`config.mk`:
```
export PLATFORM = sky130hd
export DESIGN_NAME = ifelse_dispatch
export DESIGN_NICKNAME = d
export VERILOG_FILES = /design/src/rtl/ep2_pkg.sv /design/src/rtl/axis_fifo.sv /design/src/rtl/ifelse_dispatch.sv
export SDC_FILE = /design/constraint.sdc
export NUM_CORES = 1
export LEC_CHECK = 0
export BUFFER_PORTS_ARGS = -buffer_cell sky130_fd_sc_hd__buf_2
export CAP_MARGIN = 20
export CORE_ASPECT_RATIO = 1.4
export CORE_MARGIN = 2
export CORE_UTILIZATION = 33
export CTS_BUF_LIST = sky130_fd_sc_hd__clkbuf_4 sky130_fd_sc_hd__clkbuf_8
export CTS_CLUSTER_SIZE = 20
export DETAILED_ROUTE_END_ITERATION = 8
export PLACE_DENSITY_LB_ADDON = 0.12
export SLEW_MARGIN = 0
export SYNTH_ARGS = -nofsm -noshare
export SYNTH_HDL_FRONTEND = slang
export SYNTH_SLANG_ARGS = --single-unit
```
`constraint.sdc`:
```
create_clock -name clk -period 4.3 [get_ports clk]
set_input_delay 0.86 -clock clk [delete_from_list [all_inputs] [get_ports clk]]
set_output_delay 0.86 -clock clk [all_outputs]
set_load 0.05 [all_outputs]
```
`src/rtl/ep2_pkg.sv`:
```
`default_nettype none
// +-----------------------------------------------------------------------------+
// | ep2_pkg                                                                     |
// | Shared types and constants for the if/else dispatch datapath.               |
// | Revision: 1.0                                                               |
// +-----------------------------------------------------------------------------+
package ep2_pkg;

  typedef enum logic [0:0] {
    IDLE  = 1'b0,
    ROUTE = 1'b1
  } dispatch_state_t;

  localparam int EP2_STAT_W = 32;

  // Wrapping packet counter step; the adder width matches the counter, so the
  // carry out of the top bit is simply lost.
  function automatic logic [EP2_STAT_W-1:0] stat_step(
    input logic [EP2_STAT_W-1:0] cur,
    input logic                  inc
  );
    return cur + EP2_STAT_W'(inc);
  endfunction

endpackage
`default_nettype wire

```
`src/rtl/axis_fifo.sv`:
```
`default_nettype none
// +-----------------------------------------------------------------------------+
// | axis_fifo                                                                   |
// | Data-only AXI-Stream FIFO, one cycle write-to-read latency.                 |
// | Revision: 1.0                                                               |
// +-----------------------------------------------------------------------------+
module axis_fifo #(
  parameter int DEPTH      = 16,
  parameter int DATA_WIDTH = 8
) (
  input  logic                  clk,
  input  logic                  rst,
  input  logic [DATA_WIDTH-1:0] s_axis_tdata,
  input  logic                  s_axis_tvalid,
  output logic                  s_axis_tready,
  output logic [DATA_WIDTH-1:0] m_axis_tdata,
  output logic                  m_axis_tvalid,
  input  logic                  m_axis_tready
);

  localparam int ADDR_W = (DEPTH > 1) ? $clog2(DEPTH) : 1;
  localparam int CNT_W  = $clog2(DEPTH + 1);

  logic [DATA_WIDTH-1:0] mem_q [DEPTH];
  logic [ADDR_W-1:0]     wr_ptr_q, wr_ptr_d;
  logic [ADDR_W-1:0]     rd_ptr_q, rd_ptr_d;
  logic [CNT_W-1:0]      count_q,  count_d;
  logic                  push;
  logic                  pop;

  function automatic logic [ADDR_W-1:0] ptr_next(input logic [ADDR_W-1:0] p);
    return (p == ADDR_W'(DEPTH - 1)) ? '0 : p + ADDR_W'(1);
  endfunction

  // Ready depends only on the stored count, so a pop in the same cycle never
  // lets a write into a full queue.
  assign s_axis_tready = (count_q != CNT_W'(DEPTH));
  assign m_axis_tvalid = (count_q != '0);
  assign m_axis_tdata  = mem_q[rd_ptr_q];

  assign push = s_axis_tvalid && s_axis_tready;
  assign pop  = m_axis_tvalid && m_axis_tready;

  always_comb begin
    wr_ptr_d = wr_ptr_q;
    rd_ptr_d = rd_ptr_q;
    count_d  = count_q;
    if (push) begin
      wr_ptr_d = ptr_next(wr_ptr_q);
    end
    if (pop) begin
      rd_ptr_d = ptr_next(rd_ptr_q);
    end
    case ({push, pop})
      2'b10:   count_d = count_q + CNT_W'(1);
      2'b01:   count_d = count_q - CNT_W'(1);
      default: count_d = count_q;
    endcase
  end

  always_ff @(posedge clk or posedge rst) begin
    if (rst) begin
      wr_ptr_q <= '0;
      rd_ptr_q <= '0;
      count_q  <= '0;
    end else begin
      wr_ptr_q <= wr_ptr_d;
      rd_ptr_q <= rd_ptr_d;
      count_q  <= count_d;
    end
  end

  always_ff @(posedge clk) begin
    if (push) begin
      mem_q[wr_ptr_q] <= s_axis_tdata;
    end
  end

endmodule
`default_nettype wire

```
`src/rtl/ifelse_dispatch.sv`:
```
`default_nettype none
// +-----------------------------------------------------------------------------+
// | ifelse_dispatch                                                             |
// | Steers each value packet to the if/else stream chosen by a queued token.   |
// | Revision: 1.0                                                               |
// +-----------------------------------------------------------------------------+
module ifelse_dispatch
  import ep2_pkg::*;
#(
  parameter int VAL_WIDTH      = 16,
  parameter int VAL_KEEP_WIDTH = VAL_WIDTH / 8,
  parameter int COND_WIDTH     = 1,
  parameter int IF_STREAM      = 1,
  parameter int FIFO_SIZE      = 16
) (
  input  logic                      clk,
  input  logic                      rst,

  input  logic [COND_WIDTH-1:0]     s_cond_axis_tdata,
  input  logic                      s_cond_axis_tvalid,
  output logic                      s_cond_axis_tready,

  input  logic [VAL_WIDTH-1:0]      s_val_axis_tdata,
  input  logic [VAL_KEEP_WIDTH-1:0] s_val_axis_tkeep,
  input  logic                      s_val_axis_tvalid,
  input  logic                      s_val_axis_tlast,
  output logic                      s_val_axis_tready,

  output logic [VAL_WIDTH-1:0]      m_if_axis_tdata,
  output logic [VAL_KEEP_WIDTH-1:0] m_if_axis_tkeep,
  output logic                      m_if_axis_tvalid,
  output logic                      m_if_axis_tlast,
  input  logic                      m_if_axis_tready,

  output logic [VAL_WIDTH-1:0]      m_else_axis_tdata,
  output logic [VAL_KEEP_WIDTH-1:0] m_else_axis_tkeep,
  output logic                      m_else_axis_tvalid,
  output logic                      m_else_axis_tlast,
  input  logic                      m_else_axis_tready,

  output logic [EP2_STAT_W-1:0]     stat_if_pkts,
  output logic [EP2_STAT_W-1:0]     stat_else_pkts
);

  localparam logic FORCE_BEAT = (IF_STREAM == 0);

  dispatch_state_t           state_q, state_d;
  logic                      sel_q,   sel_d;

  logic [COND_WIDTH-1:0]     cond_head;
  logic                      cond_valid;
  logic                      cond_pop;

  logic [VAL_KEEP_WIDTH-1:0] val_keep;
  logic                      val_last;
  logic                      val_ready;
  logic                      val_accept;

  logic                      if_free,  else_free;
  logic                      if_load,  else_load;

  logic [VAL_WIDTH-1:0]      if_data_q,  else_data_q;
  logic [VAL_KEEP_WIDTH-1:0] if_keep_q,  else_keep_q;
  logic                      if_last_q,  else_last_q;
  logic                      if_valid_q, else_valid_q;

  logic [EP2_STAT_W-1:0]     if_pkts_q,  else_pkts_q;

  axis_fifo #(
    .DEPTH      (FIFO_SIZE),
    .DATA_WIDTH (COND_WIDTH)
  ) u_cond_fifo (
    .clk           (clk),
    .rst           (rst),
    .s_axis_tdata  (s_cond_axis_tdata),
    .s_axis_tvalid (s_cond_axis_tvalid),
    .s_axis_tready (s_cond_axis_tready),
    .m_axis_tdata  (cond_head),
    .m_axis_tvalid (cond_valid),
    .m_axis_tready (cond_pop)
  );

  // In single-beat mode every beat is a full packet, whatever the sideband says.
  assign val_keep = s_val_axis_tkeep | {VAL_KEEP_WIDTH{FORCE_BEAT}};
  assign val_last = s_val_axis_tlast | FORCE_BEAT;

  assign if_free    = !if_valid_q   || m_if_axis_tready;
  assign else_free  = !else_valid_q || m_else_axis_tready;
  assign val_accept = s_val_axis_tvalid && val_ready;
  assign if_load    = val_accept &&  sel_q;
  assign else_load  = val_accept && !sel_q;

  always_comb begin
    state_d   = state_q;
    sel_d     = sel_q;
    cond_pop  = 1'b0;
    val_ready = 1'b0;
    case (state_q)
      IDLE: begin
        if (cond_valid) begin
          cond_pop = 1'b1;
          sel_d    = |cond_head;
          state_d  = ROUTE;
        end
      end
      ROUTE: begin
        val_ready = sel_q ? if_free : else_free;
        // Chaining the next token on the tlast beat keeps packets bubble-free.
        if (s_val_axis_tvalid && val_ready && val_last) begin
          if (cond_valid) begin
            cond_pop = 1'b1;
            sel_d    = |cond_head;
          end else begin
            state_d  = IDLE;
          end
        end
      end
      default: state_d = IDLE;
    endcase
  end

  always_ff @(posedge clk or posedge rst) begin
    if (rst) begin
      state_q <= IDLE;
      sel_q   <= 1'b0;
    end else begin
      state_q <= state_d;
      sel_q   <= sel_d;
    end
  end

  always_ff @(posedge clk or posedge rst) begin
    if (rst) begin
      if_valid_q <= 1'b0;
      if_data_q  <= '0;
      if_keep_q  <= '0;
      if_last_q  <= 1'b0;
    end else if (if_load) begin
      if_valid_q <= 1'b1;
      if_data_q  <= s_val_axis_tdata;
      if_keep_q  <= val_keep;
      if_last_q  <= val_last;
    end else if (m_if_axis_tready) begin
      if_valid_q <= 1'b0;
    end
  end

  always_ff @(posedge clk or posedge rst) begin
    if (rst) begin
      else_valid_q <= 1'b0;
      else_data_q  <= '0;
      else_keep_q  <= '0;
      else_last_q  <= 1'b0;
    end else if (else_load) begin
      else_valid_q <= 1'b1;
      else_data_q  <= s_val_axis_tdata;
      else_keep_q  <= val_keep;
      else_last_q  <= val_last;
    end else if (m_else_axis_tready) begin
      else_valid_q <= 1'b0;
    end
  end

  always_ff @(posedge clk or posedge rst) begin
    if (rst) begin
      if_pkts_q   <= '0;
      else_pkts_q <= '0;
    end else begin
      if_pkts_q   <= stat_step(if_pkts_q,   if_load   && val_last);
      else_pkts_q <= stat_step(else_pkts_q, else_load && val_last);
    end
  end

  assign s_val_axis_tready  = val_ready;

  assign m_if_axis_tdata    = if_data_q;
  assign m_if_axis_tkeep    = if_keep_q;
  assign m_if_axis_tvalid   = if_valid_q;
  assign m_if_axis_tlast    = if_last_q;

  assign m_else_axis_tdata  = else_data_q;
  assign m_else_axis_tkeep  = else_keep_q;
  assign m_else_axis_tvalid = else_valid_q;
  assign m_else_axis_tlast  = else_last_q;

  assign stat_if_pkts       = if_pkts_q;
  assign stat_else_pkts     = else_pkts_q;

endmodule
`default_nettype wire
```
[Yosys cells after proc, flatten, opt, wreduce, memory -nomap -nowiden]
Memory sizes are Yosys's and may differ from the RTL's.
Cells that the tools add are included.
Storage, ports and cells
  register bits after elaboration: 119
  bits in writable memories: 16
  input port bits: 26
  output and inout bits: 106
  word-level logic and storage cells: 66
  memories kept: 1
Memory list
  u_cond_fifo.mem_q: words 16, bits a word 1, rd ports 1, clocked after Yosys merged registers in 0, wr ports 1, line axis_fifo.sv:24  | logic [DATA_WIDTH-1:0] mem_q [DEPTH];
Cells by class
  add/subtract/negate cells: 6
  eq/ne operators: 6
  multiplexer cells: 19
  bitwise logic cells: 1
  reductions and logical operators: 18
Operators with widths (number)
  $add A32 B1 Y32: 2
  $mux W1: 13
  $pmux W5 S2: 1
  $logic_and A1 B1 Y1: 9
  $add A4 B1 Y4 const B: 2
  $eq A4 B4 Y1 const B: 2
  $mux W4: 2
  $pmux W1 S2: 3
  $reduce_bool A2 Y1: 3
  $add A5 B1 Y5 const B: 1
  $ne A5 B5 Y1 const B: 1
  $reduce_bool A5 Y1: 1
  $sub A5 B1 Y5 const B: 1
  $logic_not A1 Y1: 3
  $eq A2 B1 Y1 const B: 1
  $eq A2 B2 Y1 const B: 1
  $logic_or A1 B1 Y1: 2
  $ne A2 B1 Y1 const B: 1
  $not A1 Y1: 1

[Logic depth before layout (Yosys ltp)]
Gate-level depths: netlist of run 1.
  depth in word-level cells: 10
  depth in mapped cells: 12
  mapped depth without buffers: 11

[By module]
A second synthesis of run 1 with hierarchy kept.
Second synthesis, totals
  cell total of the unflattened synthesis: 477
  area, all modules: 6009.5 µm²
Modules (own cells, without submodules)
  ifelse_dispatch: instances 1, cells an instance 353, area each 4448.0 µm², sequential area each 2652.5 µm²
  axis_fifo: instances 1, cells an instance 124, area each 1561.5 µm², sequential area each 805.8 µm²

[Worst setup path before layout of run 1]
Ideal clock, no wire load.
  path type: input-to-reg
  start: input port m_if_axis_tready
  end: register else_pkts_q[17], in the netlist stat_else_pkts[17]
  setup time: 141 ps
  data arrival time: 4187 ps
  data required time: 4159 ps
  setup slack: -28 ps
  stages: 11
  path buffers: 1
  cells stage by stage: and3b_1 > nor3b_1 > nand3b_1 > buf_2 > nor2_1 > ha_1 > nand3_1 > or2_2 > nor4_4 > nand4_1 > xnor2_1
On the way
  word-level cells in the longest chain between the ends: 7
RTL lines
  start, declared: line ifelse_dispatch.sv:33  | input logic m_if_axis_tready,
  $logic_or A1 B1 Y1: line ifelse_dispatch.sv:87  | assign if_free = !if_valid_q || m_if_axis_tready;
  $mux W1: line ifelse_dispatch.sv:107  | val_ready = sel_q ? if_free : else_free;
  $mux W1: line ifelse_dispatch.sv:98  | case (state_q)
  named net s_val_axis_tready: line ifelse_dispatch.sv:27  | output logic s_val_axis_tready,
  $logic_and A1 B1 Y1: line ifelse_dispatch.sv:89  | assign val_accept = s_val_axis_tvalid && val_ready;
  $logic_and A1 B1 Y1: line ifelse_dispatch.sv:91  | assign else_load = val_accept && !sel_q;
  $logic_and A1 B1 Y1: line ifelse_dispatch.sv:170  | else_pkts_q <= stat_step(else_pkts_q, else_load && val_last);
  $add A32 B1 Y32: line ep2_pkg.sv:22  | return cur + EP2_STAT_W'(inc);
  end signal, assigned: line ifelse_dispatch.sv:170
  end, declared: line ifelse_dispatch.sv:67  | logic [EP2_STAT_W-1:0] if_pkts_q, else_pkts_q;
The timed path passes the listed nets, and every way through them passes these cells.
A chain may end at the register's enable or synchronous reset.

[Worst setup path in the final report of run 1]
  start: register u_cond_fifo.count_q[0]
  end: register u_cond_fifo.count_q[4]
On the way
  word-level cells in the longest chain between the ends: 7
  elaborated cells between the ends (all ways): 13
  classes of those cells: add/sub (2); eq/ne (3); mux (4); reduce/logical (4)
RTL lines
  start, declared: line axis_fifo.sv:27  | logic [CNT_W-1:0] count_q, count_d;
  start signal, assigned: line axis_fifo.sv:69  | count_q <= count_d;
  $reduce_bool A5 Y1 *: line axis_fifo.sv:38  | assign m_axis_tvalid = (count_q != '0);
  $mux W1: line ifelse_dispatch.sv:100, ifelse_dispatch.sv:110
  $mux W1: line ifelse_dispatch.sv:109  | if (s_val_axis_tvalid && val_ready && val_last) begin
  $pmux W1 S2: line ifelse_dispatch.sv:98
  $logic_and A1 B1 Y1 *: line axis_fifo.sv:42  | assign pop = m_axis_tvalid && m_axis_tready;
  named net u_cond_fifo.pop: line axis_fifo.sv:29  | logic pop;
  $eq A2 B1 Y1 or $eq A2 B2 Y1 (tied branches): line axis_fifo.sv:54  | case ({push, pop})
  $pmux W5 S2 or $reduce_bool A2 Y1 (tied branches)
The timed path passes the listed nets; every way through them passes the cells marked *.

==> impl_metrics.ini, run 1 <==
[die]
rows = 57
die_y_um = 161
start_util = 0.335
floorplan.die_area_sq_mm = 0.0186
ios = 132
die_w_um = 116
core_sq_mm = 0.0173

[setup_path]
critical_path_required_ps = 4600
cp-start-kind = register
max_stage_delay_ps = 630
cp_cell_sequence = or4_1 > o21ai_2 > inv_1 > ha_1 > fa_1 > a21o_1 > a21oi_1 > xor2_1 > nor2_1 > xor2_1
endpoint_kind = register
crit_top_cell = xor2_1
cp.arrival_ps = 3410
worstPathMaxFanout = 5
crit_slowest_cell = or4_1
path_class = register to register

[placed_design]
dp_cells = 810
placed_area_sq_mm = 0.00672
dpl.hpwl_um = 9080
gp_congestion = 0.750
numPortBuffers = 131

[synth]
synthAdderAreaFrac = 0.0316
ys.flop_type = dfrtp_1
async_flop_share = 0.881
synth_edf_count = 16
syn-instance-count = 449
yosys.area_share.xor_xnor = 0.101
ys_types = 42
muxShareOfSynthArea = 0.0961
synth_top_family_by_area = simple AND/OR/NAND/NOR gates
yosysWarnings = 0
synth-simple-area-share = 0.136
synth.avg_cell_area_sq_um = 12.9
yosys_register_bits = 135
seq_area_frac_synth = 0.598
syn_area_sq_mm = 0.00578
syn-num-nets = 489
synth_compound_area_frac = 0.0223

[outcome]
outcome = finished clean

[sta]
post-route-period-util = 0.724
finalClockSkew_ps = 12.5
fmax_ghz = 0.321
drv_slew = 0
setup_viol = 0
fin_setup_tns_ps = 0
slew-limit-headroom = 0.388
worstMarginPinSlew_ps = 918
rsz0062_at_grt = false
hold_viol = 0
timing.hold.ws_ps = 470
fin_crit_ps = 3110

[clock_tree]
cts_tree = done
numCtsBuffers = 17
clkTransAtPathRegs_ps = 80
clock_path_buffers = 2
cts_sinks = 135
cts.repair.resized = 0
htree_levels = 4
root_buffer = clkbuf_8
holdBufCountCts = 0
cts_setup_buffers = 0
clkLatencyLatePin_ps = 430

[global_route]
overflow = 0
grt_pass1_wl_um = 20600
grt_pass1_vias = 4127
antenna_found_initial = 0
grt_max_degree = 74
grt_usage = 0.144

[power]
p_per_area_mw_per_mm2 = 673
leakagePower_nw = 3.48
vdd_ir_drop_max_mv = 0.376

[cells_and_area]
fin_cells = 841
drive_above_1_share = 0.355
fin_nets = 633
fin_area_sq_mm = 0.00710
finish.utilization = 0.412
antenna_cells = 0
area_growth_pct = 22.9

[routing]
drcViolationCount = 0
wl_per_cell_um = 14.8
num_vias = 3889
vias_per_cell = 4.62
dr.pass1.iters = 4
antenna_left = 0
routed_wl_um = 12500
drtIter0Drc = 166

[min_path]
hp-class = register to register

[run]
cap_violations = 0
layer usage:
| layer | up-vias | track usage | wire length, um |
|---|---|---|---|
| met5 | - | 0 | 0 |
| met2 | 95 | 0.252 | 6570 |
| met3 | 15 | 0.0404 | 576 |
| li1 | 1848 | - | - |
| met4 | 0 | 0.0568 | 208 |
| met1 | 1931 | 0.165 | 5090 |
sequential cells by signal (all words and copies together), names as in the netlist, 4 cells and up:
| register | count |
|---|---|
| u_cond_fifo.rd_ptr_q | 4 |
| u_cond_fifo.mem_q | 16 |
| m_if_axis_tdata | 16 |
| stat_else_pkts | 32 |
| m_else_axis_tdata | 16 |
| u_cond_fifo.wr_ptr_q | 4 |
| stat_if_pkts | 32 |
| u_cond_fifo.count_q | 5 |
cell families (layout without fill, tap and decap cells):
| family | count (synthesis) | in the layout |
|---|---|---|
| buffers and inverters | 19 | 175 |
| adders and majority gates | 14 | 14 |
| xor gates and xnor gates | 67 | 67 |
| AOI/OAI and AO/OA | 20 | 20 |
| and+or+nand+nor | 151 | 151 |
| DFF | 135 | 135 |
| muxes | 43 | 43 |
critical path, delay by kind of cell (launching register included):
kind                       cells  cell delay [ps]
DFF                            1              450
and+or+nand+nor                2              690
buffers and inverters          1              170
xor gates and xnor gates       2              320
AOI/OAI and AO/OA              3              600
adders and majority gates      2              750
final cells by class:
| type | instances | area [sq um] |
|---|---|---|
| clock buffers | 24 | 287 |
| clock inverters | 7 | 98.8 |
| fillers | 1701 | 10200 |
| inverters | 9 | 36.3 |
| multi-input cells | 295 | 2240 |
| flip-flops and latches | 135 | 3460 |
| well taps | 236 | 295 |
| repair buffers | 135 | 686 |
cells in the final DEF (no fill, tap or decap), drive strengths merged, types with 2 or more instances in the layout:
cell type,n
bufinv,2
nor3b,2
a21o,6
xor2,22
mux2,38
nor2,25
edfxtp,16
clkinv,4
nand3,27
nand2b,4
nor4,8
nor3,5
buf,135
o21ai,9
and3,11
dfrtp,119
nand4,13
mux4,5
ha,13
and4,2
a21oi,2
and2,8
clkbuf,24
xnor2,45
nand2,42
inv,9
power by group:
group	total (mW)	internal [mW]	switching, mW
combinational	1.88	0.572	1.31
clock	1.03	0.559	0.474
sequential	1.86	1.61	0.256
total	4.78	2.74	2.04
synthesized netlist by cell type (2+ instances only):
library cell,instances,area share
nor4_1,5,0.0054
and3_1,11,0.012
mux4_1,3,0.014
mux2_2,37,0.072
and4_1,2,0.0030
nor3_1,5,0.0043
xnor2_1,45,0.068
a21oi_1,2,0.0017
nor3b_1,2,0.0026
a21o_1,6,0.0078
nand2_1,42,0.027
and2_1,7,0.0076
dfrtp_1,119,0.52
edfxtp_1,16,0.083
xor2_1,22,0.033
buf_2,4,0.0035
mux4_2,2,0.0078
clkbuf_1,3,0.0019
nor2_1,25,0.016
nand3_1,27,0.023
ha_1,13,0.028
nand2b_1,4,0.0043
inv_1,9,0.0058
nand4_1,12,0.013
o21ai_0,8,0.0069
nor4_2,2,0.0043
stage by stage:
step	total power, mW	setup WS (ps)
CTS	4.86	1230
floorplan	3.32	283
global route	5.05	1020
detailed placement	3.80	908
global placement	3.77	915
finish	4.78	1190
path summary, 6_finish.rpt:
check | start | cells after the start | end | slack, ps
max | u_cond_fifo.count_q[0] | 10 | u_cond_fifo.count_q[4] | 1190
max in group asynchronous | rst | 3 | u_cond_fifo.count_q[3] | 2770
min | stat_if_pkts[31] | 1 | stat_if_pkts[31] | 470
min in group asynchronous | rst | 2 | stat_if_pkts[30] | 630
max reg2reg | u_cond_fifo.count_q[0] | 10 | u_cond_fifo.count_q[4] | 1190
min reg2reg | stat_if_pkts[31] | 1 | stat_if_pkts[31] | 470
Note: power is estimated with default switching activity, not from simulation.
==> run 2, diff against run 1 <==
==> constraint.sdc (replaced) <==
create_clock -name clk -period 3.1 [get_ports clk]
set_input_delay 0.62 -clock clk [delete_from_list [all_inputs] [get_ports clk]]
set_output_delay 0.62 -clock clk [all_outputs]
set_load 0.05 [all_outputs]
==> run 2 against run 1 <==
  * Largest power group unchanged
  * Sequential cell count unchanged
  * Final cell count up 0.59%
  * Sequential power up 40%
  * Die area stayed put
  * First-iteration DRC count down 22%
  * Cell area rose by 2.1%
  * Sequential share of layout area decreased by 0.99 points
  * Core utilization is 0.88 points higher
==> impl_metrics.ini, run 2 (synthesis results as in run 1) <==
[outcome]
outcome = finished clean

[setup_path]
rr_endpoint = u_cond_fifo.count_q[4]
crit_slowest_cell = or4_1
worstPathMaxFanout = 5
path_buf_inv = 1
r2r_slack_ps = 330
max_stage_delay_ps = 600
critical_path_required_ps = 3430
cp_top_family = adder cells
cp_cell_sequence = or4_1 > o21ai_2 > inv_1 > ha_1 > fa_1 > a21o_1 > a21oi_1 > xor2_1 > nor2_1 > xor2_1
cp-start-kind = register
r2r_start = u_cond_fifo.count_q[0]
worst_r2r_path_depth = 10
path_class = register to register
crit_top_cell = xor2_1
cp.arrival_ps = 3090
endpoint_kind = register

[global_route]
grt_max_degree = 46
grt_pass1_wl_um = 20600
antenna_found_initial = 0
grt_usage = 0.142
grt_pass1_vias = 4051
overflow = 0

[sta]
drv_slew = 0
timing.hold.ws_ps = 335
worstMarginPinSlew_ps = 841
setup_viol = 0
worst_slack_ps = 333
rsz0062_at_grt = false
finalClockSkew_ps = 10.7
hold_viol = 0
fmax_ghz = 0.361
post-route-period-util = 0.893
slew-limit-headroom = 0.438
fin_crit_ps = 2770

[cells_and_area]
area_growth_pct = 25.5
n_fill_cell = 1720
finish.utilization = 0.420
final_common_cell = buf_2
drive_above_1_share = 0.380
mostFrequentLayoutCells = buf_2, dfrtp_1, xnor2_1, nand2_1, mux2_2
fin_nets = 637
fin_area_sq_mm = 0.00726
antenna_cells = 0

[placed_design]
gp_congestion = 0.739
numPortBuffers = 131
dpl.hpwl_um = 9310
placed_area_sq_mm = 0.00687
dp_slack_ps = 112

[die]
die_y_um = 161
die_w_um = 116
core_sq_mm = 0.0173
floorplan.die_area_sq_mm = 0.0186
ios = 132
start_util = 0.335
rows = 57

[clock_tree]
cts.repair.resized = 0
root_buffer = clkbuf_8
clock_path_buffers = 2
cts_sinks = 135
cts_setup_buffers = 0
holdBufCountCts = 0
htree_levels = 4
clkTransAtPathRegs_ps = 80
cts_tree = done
clkLatencyLatePin_ps = 440
numCtsBuffers = 17

[routing]
routed_wl_um = 12600
wl_per_cell_um = 14.9
antenna_left = 0
num_vias = 3925
dr.pass1.iters = 4
drtIter0Drc = 130
vias_per_cell = 4.64
drcViolationCount = 0

[power]
p_per_area_mw_per_mm2 = 923
power_mw = 6.69
vdd_ir_drop_max_mv = 0.545
leakagePower_nw = 3.53

[run]
cap_violations = 0

[min_path]
hp-class = input port to async pin
==> run 2: stage by stage <==
step	setup TNS, ps	instances
after floorplan	-190	449
after global placement	0	814
after detailed placement	0	814
after CTS	0	846
after global routing	0	846
final	0	846
==> run 2: worst max path at each step <==
stage / startpoint / to / slack (ps) / cells after the start
floorplan: m_if_axis_tready / stat_if_pkts[22] / -40 / 12
global placement: m_else_axis_tready / u_cond_fifo.count_q[4] / 150 / 12
detailed placement: m_else_axis_tready / u_cond_fifo.count_q[4] / 110 / 12
CTS: u_cond_fifo.count_q[0] / u_cond_fifo.count_q[4] / 310 / 10
global route: sel_q / stat_if_pkts[29] / 130 / 10
finish: u_cond_fifo.count_q[0] / u_cond_fifo.count_q[4] / 330 / 10
==> run 2: layer usage <==
| layer | part of all wire | vias up | wire (um) | GRT usage |
|---|---|---|---|---|
| li1 | - | 1869 | - | - |
| met4 | 0.014 | 0 | 174 | 0.0476 |
| met5 | 0 | - | 0 | 0 |
| met2 | 0.56 | 91 | 6980 | 0.255 |
| met3 | 0.040 | 16 | 507 | 0.0411 |
| met1 | 0.39 | 1949 | 4910 | 0.160 |
==> run 2: cell type report <==
class | instances | area [sq um] | share of cell area
flip-flops and latches | 135 | 3460 | 0.477
multi-input cells | 295 | 2330 | 0.321
repair buffers | 139 | 741 | 0.102
well taps | 236 | 295 | 0.0407
clock buffers | 18 | 241 | 0.0333
clock inverters | 14 | 149 | 0.0205
inverters | 9 | 37.5 | 0.00517
==> run 2: worst reg2reg max path, stage by stage, from the launching register on <==
cell     delay [ps]
dfrtp_1         460
or4_1           600
o21ai_2         150
inv_1            70
ha_1            250
fa_1            420
a21o_1          180
a21oi_1         160
xor2_1          150
nor2_1           60
xor2_1          140
==> run 2: power breakdown <==
part           switching (mW)  internal, mW  total [mW]
logic                    1.82         0.823        2.65
registers               0.374          2.23        2.60
clock network           0.715         0.728        1.44
total                    2.91          3.78        6.69
==> run 3, diff against run 2 <==
--- a/config.mk
+++ b/config.mk
@@ -5,10 +5,10 @@
 export SDC_FILE = /design/constraint.sdc
 export NUM_CORES = 1
 export LEC_CHECK = 0
+export ABC_AREA = 1
 export BUFFER_PORTS_ARGS = -buffer_cell sky130_fd_sc_hd__buf_2
 export CAP_MARGIN = 20
 export CORE_ASPECT_RATIO = 1.4
-export CORE_MARGIN = 2
 export CORE_UTILIZATION = 33
 export CTS_BUF_LIST = sky130_fd_sc_hd__clkbuf_4 sky130_fd_sc_hd__clkbuf_8
 export CTS_CLUSTER_SIZE = 20
==> run 3 against run 2 <==
  * Critical path depth is 4 higher
  * Hold slack about the same
  * Synthesized cell count is 65% higher
  * Clock-buffer cell count down 1
  * Die area is 8.2% higher
  * Worst setup slack gained 87 ps
  * Maximum frequency is 3.2% higher
  * Critical endpoint is now stat_else_pkts[16]
==> impl_metrics.ini, run 3 <==
[setup_path]
cp.arrival_ps = 3030
max_stage_delay_ps = 440
endpoint_kind = register
crit_top_cell = nor2_1
path_buf_inv = 2
worst_r2r_path_depth = 14
r2r_start = sel_q
worstPathMaxFanout = 4
crit_slowest_cell = dfrtp_1
crit_path_start = sel_q
path_class = register to register
cp-start-kind = register
rr_endpoint = stat_else_pkts[16]
critical_path_required_ps = 3450
cp_cell_sequence = inv_2 > nand3_2 > nand2_1 > nor3b_2 > nand2_1 > nor2_1 > ha_1 > ha_1 > nand3_1 > nor2_1 > inv_1 > nor2_1 > nand3_1 > xor2_1
r2r_slack_ps = 420
cp_top_family = simple AND/OR/NAND/NOR gates
crit_end = stat_else_pkts[16]
cp.depth = 14

[die]
die_w_um = 120
die_y_um = 168
ios = 132
start_util = 0.336
floorplan.die_area_sq_mm = 0.0201
rows = 60
core_sq_mm = 0.0192

[run]
cap_violations = 0

[sta]
hold_viol = 0
rsz0062_at_grt = false
fin_setup_tns_ps = 0
drv_slew = 0
fin_crit_ps = 2680
worstMarginPinSlew_ps = 661
setup_viol = 0
post-route-period-util = 0.865
finalClockSkew_ps = 13.5
worst_slack_ps = 420
fmax_ghz = 0.373
slew-limit-headroom = 0.559

[clock_tree]
cts_sinks = 135
htree_levels = 4
clkTransAtPathRegs_ps = 80
clock_path_buffers = 2
numCtsBuffers = 17
cts_tree = done
cts_setup_buffers = 0
cts.repair.resized = 0
root_buffer = clkbuf_8
holdBufCountCts = 0
clkLatencyLatePin_ps = 460

[power]
seqPwrFrac = 0.384
leakagePower_nw = 3.96
p_sw_frac = 0.459
power_mw = 6.57
p_per_area_mw_per_mm2 = 838
p_int_mw = 3.56
power_frac_comb = 0.385
p_clk_frac = 0.231
vdd_ir_drop_max_mv = 0.278
switchingPower_mw = 3.01

[synth]
synth.most_common_cell = nand2_1
synth.top_cell.area_share = 0.461
syn-instance-count = 743
synth.avg_cell_area_sq_um = 8.69
seq_area_frac_synth = 0.535
yosysTopAreaCell = dfrtp_1
syn-num-nets = 783
ys.flop_type = dfrtp_1
ys_top_cells_by_area = dfrtp_1, nand2_1, edfxtp_1
synth_edf_count = 16
syn_area_sq_mm = 0.00646
ys_types = 31
yosys_register_bits = 135
yosysWarnings = 0
async_flop_share = 0.881
synth.top_cells.by_count = nand2_1, dfrtp_1, inv_1

[global_route]
grt_pass1_wl_um = 26500
antenna_found_initial = 0
grt_pass1_vias = 5254
grt_max_degree = 120
grt_usage = 0.168
overflow = 0

[routing]
dr.pass1.iters = 4
wl_per_cell_um = 13.8
drcViolationCount = 0
routed_wl_um = 15900
vias_per_cell = 4.51
drtIter0Drc = 259
antenna_left = 0
num_vias = 5187

[placed_design]
dpl.hpwl_um = 11800
gp_congestion = 0.788
placed_area_sq_mm = 0.00744
numPortBuffers = 131
dp_slack_ps = 120

[cells_and_area]
mostFrequentLayoutCells = nand2_1, buf_2, dfrtp_1, inv_1, nor2_1
drive_above_1_share = 0.205
antenna_cells = 0
fin_nets = 930
area_growth_pct = 21.4
fin_area_sq_mm = 0.00784
final_common_cell = nand2_1

[min_path]
hp-class = input port to async pin

[outcome]
outcome = finished clean
## run 3: cell count changes after synthesis, sizes merged, moves of 8 or more
cell   previous run  this run
and2              8         0
and3             11         1
inv               9        93
mux2             38         0
nand2            42       213
nand3            27        38
nor2             25        64
nor3              5        43
nor4              8         0
o21ai             9        48
xnor2            45        16
xor2             22        38
## run 3: tightest hold or removal path, delay by kind of cell
family	cells	cell delay [ps]
buffers and inverters	3	650
## run 3: power groups by stage
stage / combinational [mW] / clock, mW / sequential, mW
6_report: 2.53 / 1.52 / 2.52
5_1_grt: 2.77 / 1.63 / 2.59
4_1_cts: 2.57 / 1.57 / 2.53
3_5_place_dp: 2.57 / 0 / 2.56
3_3_place_gp: 2.55 / 0 / 2.55
2_1_floorplan: 0.937 / 0 / 3.55
## run 3: per-layer routing
metal | vias up | GRT usage | wire [um]
li1 | 2660 | - | -
met3 | 20 | 0.0371 | 582
met5 | - | 0 | 0
met2 | 102 | 0.296 | 8130
met1 | 2405 | 0.197 | 6880
met4 | 0 | 0.0660 | 291
## run 3: cell families after synthesis
logic type | Yosys count | share of synthesized area
flops | 135 | 0.535
buf+inv | 106 | 0.0653
simple gates | 381 | 0.256
xor+xnor | 54 | 0.0732
compound gates | 53 | 0.0415
fa+ha+maj | 14 | 0.0283
## run 3: worst min-delay path by stage
stage,start,endpoint,slack [ps],depth (start not counted)
3_5_place_dp,stat_if_pkts[31],stat_if_pkts[31],460,1
4_1_cts,rst,stat_else_pkts[23],380,3
2_1_floorplan,state_q,state_q,460,2
5_1_grt,rst,stat_else_pkts[29],330,3
6_report,rst,stat_else_pkts[29],330,3
3_3_place_gp,stat_else_pkts[31],stat_else_pkts[31],460,1
## run 3: per-stage QoR
step | hold WS [ps] | std cells | util
after CTS | 378 | 1151 | 0.408
after detailed placement | 461 | 1119 | 0.387
after global routing | 334 | 1151 | 0.408
final | 335 | 1151 | 0.408
after floorplan | 460 | 743 | -
after global placement | 458 | 1119 | 0.387
## run 3: area by class of cell
cell class	instances	area [sq um]
Clock inverter	15	173
Multi-Input combinational cell	502	2580
Sequential cell	135	3460
Tap cell	248	310
Fill cell	2064	11400
Clock buffer	17	234
Inverter	95	360
Timing Repair Buffer	139	728
